--- config.mk ---
export PLATFORM = sky130hd
export DESIGN_NAME = clk_div_gen
export DESIGN_NICKNAME = d
export VERILOG_FILES = /design/src/rtl/clk_div_pkg.sv /design/src/rtl/clk_div_chan.sv /design/src/rtl/clk_div_gen.sv
export SDC_FILE = /design/constraint.sdc
export NUM_CORES = 1
export LEC_CHECK = 0
export ABC_CLOCK_PERIOD_IN_PS = 6350
export CORE_MARGIN = 2
export CORE_UTILIZATION = 52
export DETAILED_ROUTE_END_ITERATION = 7
export HOLD_SLACK_MARGIN = 0.15
export PLACE_DENSITY_LB_ADDON = 0.05
export SETUP_SLACK_MARGIN = 0.5
export SYNTH_ARGS = -nofsm -noshare
export SYNTH_HDL_FRONTEND = slang
export SYNTH_HIERARCHICAL = 1
export SYNTH_SLANG_ARGS = --single-unit
--- constraint.sdc ---
create_clock -name clk -period 6.35 [get_ports clk]
set_clock_uncertainty 0.15 [all_clocks]
set_input_delay 1.27 -clock clk [delete_from_list [all_inputs] [get_ports clk]]
set_output_delay 1.27 -clock clk [all_outputs]
set_load 0.01 [all_outputs]
--- src/rtl/clk_div_pkg.sv ---
// clk_div_pkg: shared mode encodings for the clock-enable generator
package clk_div_pkg;
  localparam logic [1:0] MODE_RUN   = 2'd0;
  localparam logic [1:0] MODE_SLOW  = 2'd1;
  localparam logic [1:0] MODE_STEP  = 2'd2;
  localparam logic [1:0] MODE_CHAN0 = 2'd3;
endpackage

--- src/rtl/clk_div_chan.sv ---
// clk_div_chan: one programmable enable channel, pulse every div+1 cycles plus a toggle
module clk_div_chan #(
  parameter int DIV_W = 16
) (
  input  logic             clk,
  input  logic             rst_n,
  input  logic             load,
  input  logic [DIV_W-1:0] load_div,
  output logic             en,
  output logic             tog
);
  logic [DIV_W-1:0] div, cnt;
  // a load beats a same-cycle terminal count, so that pulse is dropped
  always_ff @(posedge clk or negedge rst_n)
    if (!rst_n) begin
      div <= '0;
      cnt <= '0;
      en  <= 1'b0;
      tog <= 1'b0;
    end else if (load) begin
      div <= load_div;
      cnt <= load_div;
      en  <= 1'b0;
    end else if (cnt == '0) begin
      cnt <= div;
      en  <= 1'b1;
      tog <= ~tog;
    end else begin
      cnt <= cnt - DIV_W'(1);
      en  <= 1'b0;
    end
endmodule

--- src/rtl/clk_div_gen.sv ---
// clk_div_gen: free-running divide counter, programmable enable channels and CPU enable
module clk_div_gen
  import clk_div_pkg::*;
#(
  parameter int CNT_W    = 32,
  parameter int NCH      = 4,
  parameter int DIV_W    = 16,
  parameter int SLOW_TAP = 24,
  localparam int CH_W    = NCH > 1 ? $clog2(NCH) : 1
) (
  input  logic             clk,
  input  logic             rst_n,
  input  logic [1:0]       mode,
  input  logic             step,
  input  logic             cfg_we,
  input  logic [CH_W-1:0]  cfg_ch,
  input  logic [DIV_W-1:0] cfg_div,
  output logic             cfg_ack,
  output logic [CNT_W-1:0] clkdiv,
  output logic [NCH-1:0]   ch_en,
  output logic [NCH-1:0]   ch_tog,
  output logic             cpu_en
);
  logic [NCH-1:0] load;
  logic [1:0]     mode_q;
  logic [2:0]     step_q;
  logic           slow_q;
  logic           cpu_next;
  for (genvar i = 0; i < NCH; i++) begin : g_ch
    assign load[i] = cfg_we && int'(cfg_ch) == i;
    clk_div_chan #(.DIV_W(DIV_W)) u_chan (
      .clk      (clk),
      .rst_n    (rst_n),
      .load     (load[i]),
      .load_div (cfg_div),
      .en       (ch_en[i]),
      .tog      (ch_tog[i])
    );
  end
  // step_q[1:0] is the synchroniser, step_q[2] the edge-detect history
  always_ff @(posedge clk or negedge rst_n)
    if (!rst_n) begin
      clkdiv  <= '0;
      cfg_ack <= 1'b0;
      mode_q  <= MODE_RUN;
      step_q  <= '0;
      slow_q  <= 1'b0;
      cpu_en  <= 1'b0;
    end else begin
      clkdiv  <= clkdiv + CNT_W'(1);
      cfg_ack <= cfg_we && int'(cfg_ch) < NCH;
      mode_q  <= mode;
      step_q  <= {step_q[1:0], step};
      slow_q  <= clkdiv[SLOW_TAP];
      cpu_en  <= cpu_next;
    end
  always_comb
    cpu_next = mode != mode_q       ? 1'b0 :
               mode_q == MODE_RUN   ? 1'b1 :
               mode_q == MODE_SLOW  ? clkdiv[SLOW_TAP] & ~slow_q :
               mode_q == MODE_STEP  ? step_q[1] & ~step_q[2] :
                                      ch_en[0];
endmodule
==> flow_summary.ini, run 1 <==
[run_status]
outcome = completed

[place]
dp_hpwl_um = 12900
gp_congestion = 0.912
port_buffers = 65

[pwr]
peakVddDrop_v = 0.000262
power_mw = 3.43
power_leakage_nw = 4.35
power_per_cell_area_nw_per_um2 = 344

[floorplan]
fp-row-count = 46
core_area_um2 = 16000
num_io_pins = 66
die-area_um2 = 17500
die_h_um = 132
initial_core_util_pct = 53.6
die_w_um = 132

[final_layout]
final_util_pct = 62.3
multi_input_area_um2 = 3740
fin_nets = 949
drive_above_1_share_pct = 6.14
ff_latch_area_um2 = 4400
diodes = 0
nFillCells = 1358
area_growth_pct = 16.1

[min_path]
hold_start = step_q[0]$_DFF_PN0_
worstHoldPathType = reg -> reg

[setup_path]
crit_arrival_ns = 1.50
cp-end-kind = output port
ff2ff_setup_slack_ns = 3.59
max_stage_delay_ns = 0.60
cp_num_buf_inv = 1
cp-start-kind = flip-flop
crit_type = reg -> out
critical_path.startpoint = clkdiv[3]$_DFF_PN0_
crit_family = buffers and inverters
crit_chain = clkdlybuf4s50_1
regToRegStartpoint = g_ch[3].u_chan/cnt[12]$_DFF_PN0_
cp.required_ns = 4.93
crit_fanout = 6
cpMaxStageDelayCell = clkdlybuf4s50_1

[sta]
slew_viol_final = 0
relSlewSlack_pct = 37.1
setup_viol = 0
rsz0062_at_grt = no
worst_pin_slew_ns = 0.935
fin_tns_setup_ns = 0
whs_ns = 0.203
fin_crit_ns = 2.92
hold_viol = 0
max_freq_ghz = 0.343
min_period_over_period_pct = 46.0

[clock_tree]
htree_levels = 4
cts_setup_buffers = 0
path_clk_slew_ns = 0.06
cts_tree = built
clock_latency_ns = 0.42
cts_inserted_buffers = 17
post_cts_resized = 0
cts.sink_count = 176
clockRootBuffer = clkbuf_16
hold_buffers = 0
clockBufferDepth = 2

[global_routing]
grt_usage_pct = 23.0
grt_overflow = 0
antenna_found_initial = 0
grt_pass1_vias = 6554
grt_pass1_wl_um = 32700
grt_max_degree = 64

[logic_synthesis]
synth_edf_count = 0
synth_cell_types = 47
yosys_warnings = 6
syn_inst = 869
syn_area_um2 = 8580
synth_ff_type = dfrtp_1
synth_nets = 902
avgSynthCellArea_um2 = 9.87
synthArstFlopShare_pct = 100
synth_seq_cells = 176
synth_seq_area_share_pct = 51.3

[detailed_routing]
ant_nets = 0
vias = 6778
dr.pass1.iters = 5
routed_wl_um = 19300
wl_per_cell_um = 16.9
drc = 0
viasPerCell = 5.92
drt_iter0_drc = 594

[run]
max_cap_violations = 0
## logic make-up (layout without fill, tap and decap cells)
family	after synthesis	count (layout)	synth area share (%)
DFF	176	176	51.3
and+or+nand+nor	292	292	17.9
muxes	24	24	2.92
AOI/OAI and AO/OA	208	208	16.7
buffers and inverters	114	174	5.14
xor gates and xnor gates	46	46	4.70
adders and majority gates	9	9	1.31
## path summary, 6_finish.rpt
| check | endpoint | cells past startpoint |
|---|---|---|
| max | clkdiv[3] | 1 |
| min | step_q[1]$_DFF_PN0_ | 0 |
| max reg2reg | g_ch[3].u_chan/cnt[9]$_DFF_PN0_ | 4 |
| min reg2reg | step_q[1]$_DFF_PN0_ | 0 |
| max in group asynchronous | g_ch[2].u_chan/div[2]$_DFFE_PN0P_ | 2 |
| min in group asynchronous | clkdiv[1]$_DFF_PN0_ | 1 |
## metrics by stage
step,worst slack (ns),area (µm²),std cells
after floorplan,3.71,8580,869
final,3.43,9960,1145
after global placement,3.25,9380,1113
after global routing,3.33,9960,1145
after detailed placement,3.21,9380,1113
after CTS,3.40,9960,1145
## layer usage
metal	up-vias	global-route usage [%]	wire length (µm)
met1	3351	32.7	9150
met2	164	35.3	8970
met4	0	7.89	423
li1	3230	-	-
met3	33	4.56	794
met5	-	0	0
## flip-flops by register name (all words and copies together), names as in the netlist
name and cells:
g_ch.u_chan/en 4, cfg_ack 1, cpu_en 1, g_ch.u_chan/div 64, g_ch.u_chan/cnt 64, step_q 3, clkdiv 32, slow_q 1
g_ch.u_chan/tog 4, mode_q 2
## cells in the final DEF (no fill, tap or decap), types with 5 or more instances in the layout
master and count:
mux2i_1 16, inv_1 71, xor2_1 27, mux2_2 8, a311oi_1 8, or4_1 13
o31ai_1 44, o31a_1 8, buf_4 6, xnor2_1 19, dfrtp_1 176, nor4_1 21
nor3_1 42, nor2b_1 5, o41a_1 8, a21oi_1 9, o21a_1 5, o21ai_0 81
nand3_1 10, o41ai_1 8, ha_1 9, o311a_1 8, clkinv_2 5, or3_1 12
nand2_1 83, clkdlybuf4s50_1 64, nor2_1 64, nand4_1 10, clkbuf_16 17
## final cells by class
type,instances,area share (%)
Clock buffer,22,4.76
Clock inverter,10,1.11
Inverter,71,2.68
Multi-Input combinational cell,579,37.5
Sequential cell,176,44.2
Tap cell,216,2.71
Timing Repair Buffer,71,7.00
## synthesized netlist by cell type, drive strengths merged (5+ instances only)
| master | instances | share of area [%] |
|---|---|---|
| ha | 9 | 1.3 |
| o21ai | 81 | 4.7 |
| nor4 | 25 | 2.5 |
| or3 | 12 | 0.88 |
| o21a | 5 | 0.44 |
| buf | 5 | 0.36 |
| o31a | 8 | 0.82 |
| nor2b | 5 | 0.36 |
| mux2 | 8 | 1.1 |
| nand3 | 10 | 0.58 |
| clkbuf | 38 | 1.7 |
| nor2 | 65 | 2.8 |
| o41a | 8 | 1.1 |
| a21oi | 9 | 0.53 |
| nor3 | 42 | 2.5 |
| or4 | 14 | 1.3 |
| o311a | 8 | 0.93 |
| xor2 | 27 | 2.8 |
| xnor2 | 19 | 1.9 |
| a311oi | 8 | 0.82 |
| dfrtp | 176 | 51 |
| o41ai | 8 | 0.82 |
| nand4 | 11 | 0.98 |
| inv | 71 | 3.1 |
| mux2i | 16 | 1.9 |
| o31ai | 44 | 3.9 |
| nand2 | 83 | 3.6 |
## where the power goes
part,total (mW),switching (mW),internal (mW)
clock network,1.03,0.423,0.609
registers,1.58,0.232,1.35
logic,0.815,0.466,0.350
(Power assumes the default switching activity.)
==> inputs of run 2 (changes only) <==
- ABC_CLOCK_PERIOD_IN_PS: 6350 -> 2900
- clock period: 6.35 -> 2.9 ns (I/O delays scaled with it)
==> run 2 against run 1 <==
  * Setup slack lost 2.9 ns
  * Highest routed layer unchanged
  * Largest power group unchanged
  * Sequential share of layout area shrank 1.0 points
  * Utilization grew 1.5 points
==> flow_summary.ini, run 2 (synthesis gave the netlist of run 1 again) <==
[detailed_routing]
dr.pass1.iters = 5
drc = 0
drt_iter0_drc = 554
viasPerCell = 5.82
vias = 6797
ant_nets = 0
wl_per_cell_um = 17.2
routed_wl_um = 20000

[final_layout]
final_cell_mix = dfrtp_1 (176), nand2_1 (83), o21ai_0 (81), inv_1 (71)
fin_cells = 1168
area_growth_pct = 18.9
drive_above_1_share_pct = 8.61
final_common_cell = dfrtp_1
diodes = 0
fin_nets = 974
final_util_pct = 63.8
top_regs = g_ch.u_chan/cnt x64, g_ch.u_chan/div x64, clkdiv x32

[setup_path]
max_stage_delay_ns = 0.58
crit_family = compound AO/OA/AOI/OAI gates
regToRegStartpoint = g_ch[1].u_chan/cnt[0]$_DFF_PN0_
reg2reg_depth = 6
cp-end-kind = flip-flop
critical_path.startpoint = g_ch[1].u_chan/cnt[0]$_DFF_PN0_
crit_type = reg -> reg
crit_end = g_ch[1].u_chan/cnt[14]$_DFF_PN0_
r2r_end = g_ch[1].u_chan/cnt[14]$_DFF_PN0_
cp-start-kind = flip-flop
crit_fanout = 8
crit_chain = inv_1, ha_1, or3b_2, o41a_1, a311oi_1, o31ai_1
crit_cells = 6
cp.required_ns = 3.05
crit_arrival_ns = 2.48
cp_num_buf_inv = 1
cpMaxStageDelayCell = or3b_2
ff2ff_setup_slack_ns = 0.57

[global_routing]
grt_usage_pct = 23.9
grt_pass1_vias = 6765
grt_pass1_wl_um = 33600
antenna_found_initial = 0
grt_overflow = 0
grt_max_degree = 63

[sta]
whs_ns = 0.214
relSlewSlack_pct = 35.6
slew_viol_final = 0
hold_viol = 0
min_period_over_period_pct = 80.3
fin_crit_ns = 2.33
max_freq_ghz = 0.429
rsz0062_at_grt = no
setup_viol = 0
layout_setup_ws_ns = 0.571
fin_tns_setup_ns = 0
worst_pin_slew_ns = 0.957

[run]
max_cap_violations = 0

[floorplan]
num_io_pins = 66
fp-row-count = 46
die-area_um2 = 17500
core_area_um2 = 16000
initial_core_util_pct = 53.6
die_h_um = 132
die_w_um = 132

[clock_tree]
clock_latency_ns = 0.43
clockRootBuffer = clkbuf_16
cts.sink_count = 176
path_clk_slew_ns = 0.06
htree_levels = 4
cts_inserted_buffers = 17
cts_tree = built
clockBufferDepth = 2

[place]
gp_congestion = 0.895
port_buffers = 65
dp_cells = 1128
dp_hpwl_um = 13300
place_ws_ns = 0.377

[run_status]
outcome = completed

[pwr]
peakVddDrop_v = 0.000462
power_leakage_nw = 4.48
power_per_cell_area_nw_per_um2 = 738

[min_path]
worstHoldPathType = reg -> reg
hold_start = step_q[0]$_DFF_PN0_
## run 2: layout make-up
cell class,instances,area (µm²)
flip-flops and latches,176,4400
inverters,71,267
well taps,216,270
repair buffers,96,937
fillers,1330,5800
clock buffers,25,495
clock inverters,5,53.8
multi-input cells,579,3770
## run 2: worst min-delay path by stage
| stage | end | cells after the start |
|---|---|---|
| 2_1_floorplan | cfg_ack$_DFF_PN0_ | 0 |
| 6_report | step_q[1]$_DFF_PN0_ | 0 |
| 3_3_place_gp | step_q[1]$_DFF_PN0_ | 0 |
| 5_1_grt | step_q[1]$_DFF_PN0_ | 0 |
| 3_5_place_dp | step_q[1]$_DFF_PN0_ | 0 |
| 4_1_cts | step_q[1]$_DFF_PN0_ | 0 |
## run 2: metrics by stage
step	power (mW)	area, µm²
floorplan	4.74	8580
global placement	5.22	9540
detailed placement	5.31	9540
CTS	7.53	10200
global route	7.97	10200
finish	7.53	10200
## run 2: per-layer routing
| metal | GRT usage [%] | vias up | wire length, µm |
|---|---|---|---|
| li1 | - | 3263 | - |
| met1 | 33.5 | 3322 | 9370 |
| met2 | 37.6 | 182 | 9450 |
| met3 | 4.71 | 30 | 964 |
| met4 | 7.65 | 0 | 263 |
| met5 | 0 | - | 0 |
## run 2: power breakdown
part | internal [mW] | switching [mW]
Combinational | 0.833 | 1.05
Clock | 1.26 | 0.910
Sequential | 2.95 | 0.523
## run 2: what timing repair did
action | 4_1_cts | 5_1_grt
pin swaps | 4 | 1
setup endpoints to repair | 25 | 8
gates resized for setup | 1 | 6
hold endpoints to repair | 45 | 0
buffers inserted | 9 | 0
hold buffers | 1 | 0
==> inputs of run 3 (changes only) <==
- ABC_CLOCK_PERIOD_IN_PS: 2900 -> 2100
- clock period: 2.9 -> 2.1 ns (I/O delays scaled with it)
==> run 3 against run 2 <==
  * The run now ends with negative setup slack left
  * Combinational power grew to 3.1 times the previous value
  * Routed wire length grew 43%
  * First-iteration DRC count increased by 18%
  * Utilization is 20 points higher
  * Critical path type unchanged
  * Largest power group is now combinational logic
==> flow_summary.ini, run 3 (synthesis gave the netlist of run 1 again) <==
[floorplan]
fp-row-count = 46
initial_core_util_pct = 53.6
die_h_um = 132
core_area_um2 = 16000
die_w_um = 132
num_io_pins = 66
die-area_um2 = 17500

[sta]
fin_crit_ns = 2.16
layout_setup_ws_ns = -0.0650
relSlewSlack_pct = 62.3
fin_tns_setup_ns = -0.284
min_period_over_period_pct = 103
worst_pin_slew_ns = 0.563
rsz0062_at_grt = yes
whs_ns = 0.204
setup_viol = 9
max_freq_ghz = 0.462
slew_viol_final = 0
hold_viol = 0

[pwr]
power_leakage_nw = 6.32
peakVddDrop_v = 0.000705
power_per_cell_area_nw_per_um2 = 997
power_mw = 13.4

[run_status]
outcome = finished, violations left
violations = negative setup slack

[final_layout]
diodes = 0
fin_area_um2 = 13500
drive_above_1_share_pct = 45.0
area_growth_pct = 57.0
fin_nets = 1197
final_cell_mix = dfrtp_1 (167), buf_4 (164), buf_6 (94), nand2_1 (77), inv_1 (63)
top_regs = g_ch.u_chan/cnt x64, g_ch.u_chan/div x64, clkdiv x32
final_common_cell = dfrtp_1

[global_routing]
grt_overflow = 0
grt_pass1_vias = 8255
antenna_found_initial = 1
grt_max_degree = 51
grt_usage_pct = 29.8
grt_pass1_wl_um = 41300

[min_path]
hold_start = step_q[0]$_DFF_PN0_
holdPathStages = 0
worstHoldPathType = reg -> reg
min_to = step_q[1]$_DFF_PN0_

[place]
place_ws_ns = -0.167
port_buffers = 65
gp_congestion = 0.906
placed_cell_area_um2 = 10500
dp_hpwl_um = 14900

[detailed_routing]
viasPerCell = 6.00
vias = 8357
drc = 0
dr.pass1.iters = 5
wl_per_cell_um = 20.6
routed_wl_um = 28600
drt_iter0_drc = 651
ant_nets = 0

[clock_tree]
cts_tree = built
clockRootBuffer = clkbuf_16
clock_latency_ns = 0.43
cts_inserted_buffers = 17
path_clk_slew_ns = 0.07
cts.sink_count = 176
htree_levels = 4
clockBufferDepth = 2

[setup_path]
crit_arrival_ns = 2.32
cp.required_ns = 2.26
crit_fanout = 6
reg2reg_depth = 7
crit_type = reg -> reg
cp-end-kind = flip-flop
regToRegStartpoint = g_ch[1].u_chan/cnt[1]$_DFF_PN0_
ff2ff_setup_slack_ns = -0.06
cp-start-kind = flip-flop
r2r_end = g_ch[1].u_chan/cnt[14]$_DFF_PN0_

[run]
max_cap_violations = 0
==> run 3: changes by cell type in the layout (fill, tap and decap cells not counted), moves of 13 or more <==
| cell | delta |
|---|---|
| buf_4 | +138 |
| nor3_2 | +14 |
| buf_6 | +93 |
| o31ai_1 | -15 |
| nor2_1 | -17 |
| nor4_4 | +14 |
| o21ai_1 | +13 |
| nor2_4 | +15 |
| nor4_1 | -19 |
| clkdlybuf4s50_1 | -45 |
| buf_2 | +24 |
| nor3_4 | +13 |
| nor3_1 | -27 |
| o21ai_0 | -20 |
==> run 3: critical path, cell delays in order, from the launching register on <==
cell and delay [ns]:
dfrtp_1 0.39, inv_2 0.09, buf_4 0.13, ha_4 0.13
or3b_4 0.44, o41a_1 0.37, a311oi_2 0.22, o31ai_1 0.12
==> run 3: worst max-delay path by stage <==
| stage | from | endpoint |
|---|---|---|
| after global routing | g_ch[1].u_chan/cnt[1]$_DFF_PN0_ | g_ch[1].u_chan/cnt[14]$_DFF_PN0_ |
| after floorplan | g_ch[0].u_chan/cnt[10]$_DFF_PN0_ | g_ch[0].u_chan/cnt[0]$_DFF_PN0_ |
| after global placement | g_ch[2].u_chan/cnt[10]$_DFF_PN0_ | g_ch[2].u_chan/cnt[12]$_DFF_PN0_ |
| after CTS | g_ch[3].u_chan/cnt[0]$_DFF_PN0_ | g_ch[3].u_chan/cnt[0]$_DFF_PN0_ |
| final | g_ch[1].u_chan/cnt[1]$_DFF_PN0_ | g_ch[1].u_chan/cnt[14]$_DFF_PN0_ |
| after detailed placement | g_ch[1].u_chan/cnt[10]$_DFF_PN0_ | g_ch[1].u_chan/cnt[14]$_DFF_PN0_ |
==> run 3: what timing repair did <==
item / in CTS / in global routing
pin swaps: 70 / 74
setup buffers: 91 / 40
gates resized for setup: 362 / 149
cloned: 1 / 2
hold endpoints to repair: 58 / 1
hold buffers: 1 / 1
setup endpoints to repair: 128 / 143
==> run 3: cell type report <==
class                      instances  area, µm²
clock buffer                      25        485
multi-input combinational        579       5100
tap                              216        270
sequential                       176       4420
timing repair buffer             319       2890
clock inverter                     6       35.0
fill                             836       2530
inverter                          71        267
==> run 3: per-layer routing <==
metal / track usage, % / up-vias / share of wire, %
li1: - / 3722 / -
met1: 36.7 / 4196 / 38
met2: 50.4 / 339 / 51
met3: 5.56 / 100 / 5.8
met4: 14.8 / 0 / 4.4
met5: 0 / - / 0
==> run 3: power breakdown <==
group          internal [mW]  leakage (nW)  switching [mW]
clock                   1.59         0.253            1.32
combinational           2.87          3.89            2.94
sequential              4.08          2.18           0.623
==> run 3: through the flow <==
step | utilization, % | cells
after global routing | 84.2 | 1392
after global placement | 65.7 | 1225
final | 84.2 | 1392
after detailed placement | 65.7 | 1225
after floorplan | - | 869
after CTS | 77.8 | 1349
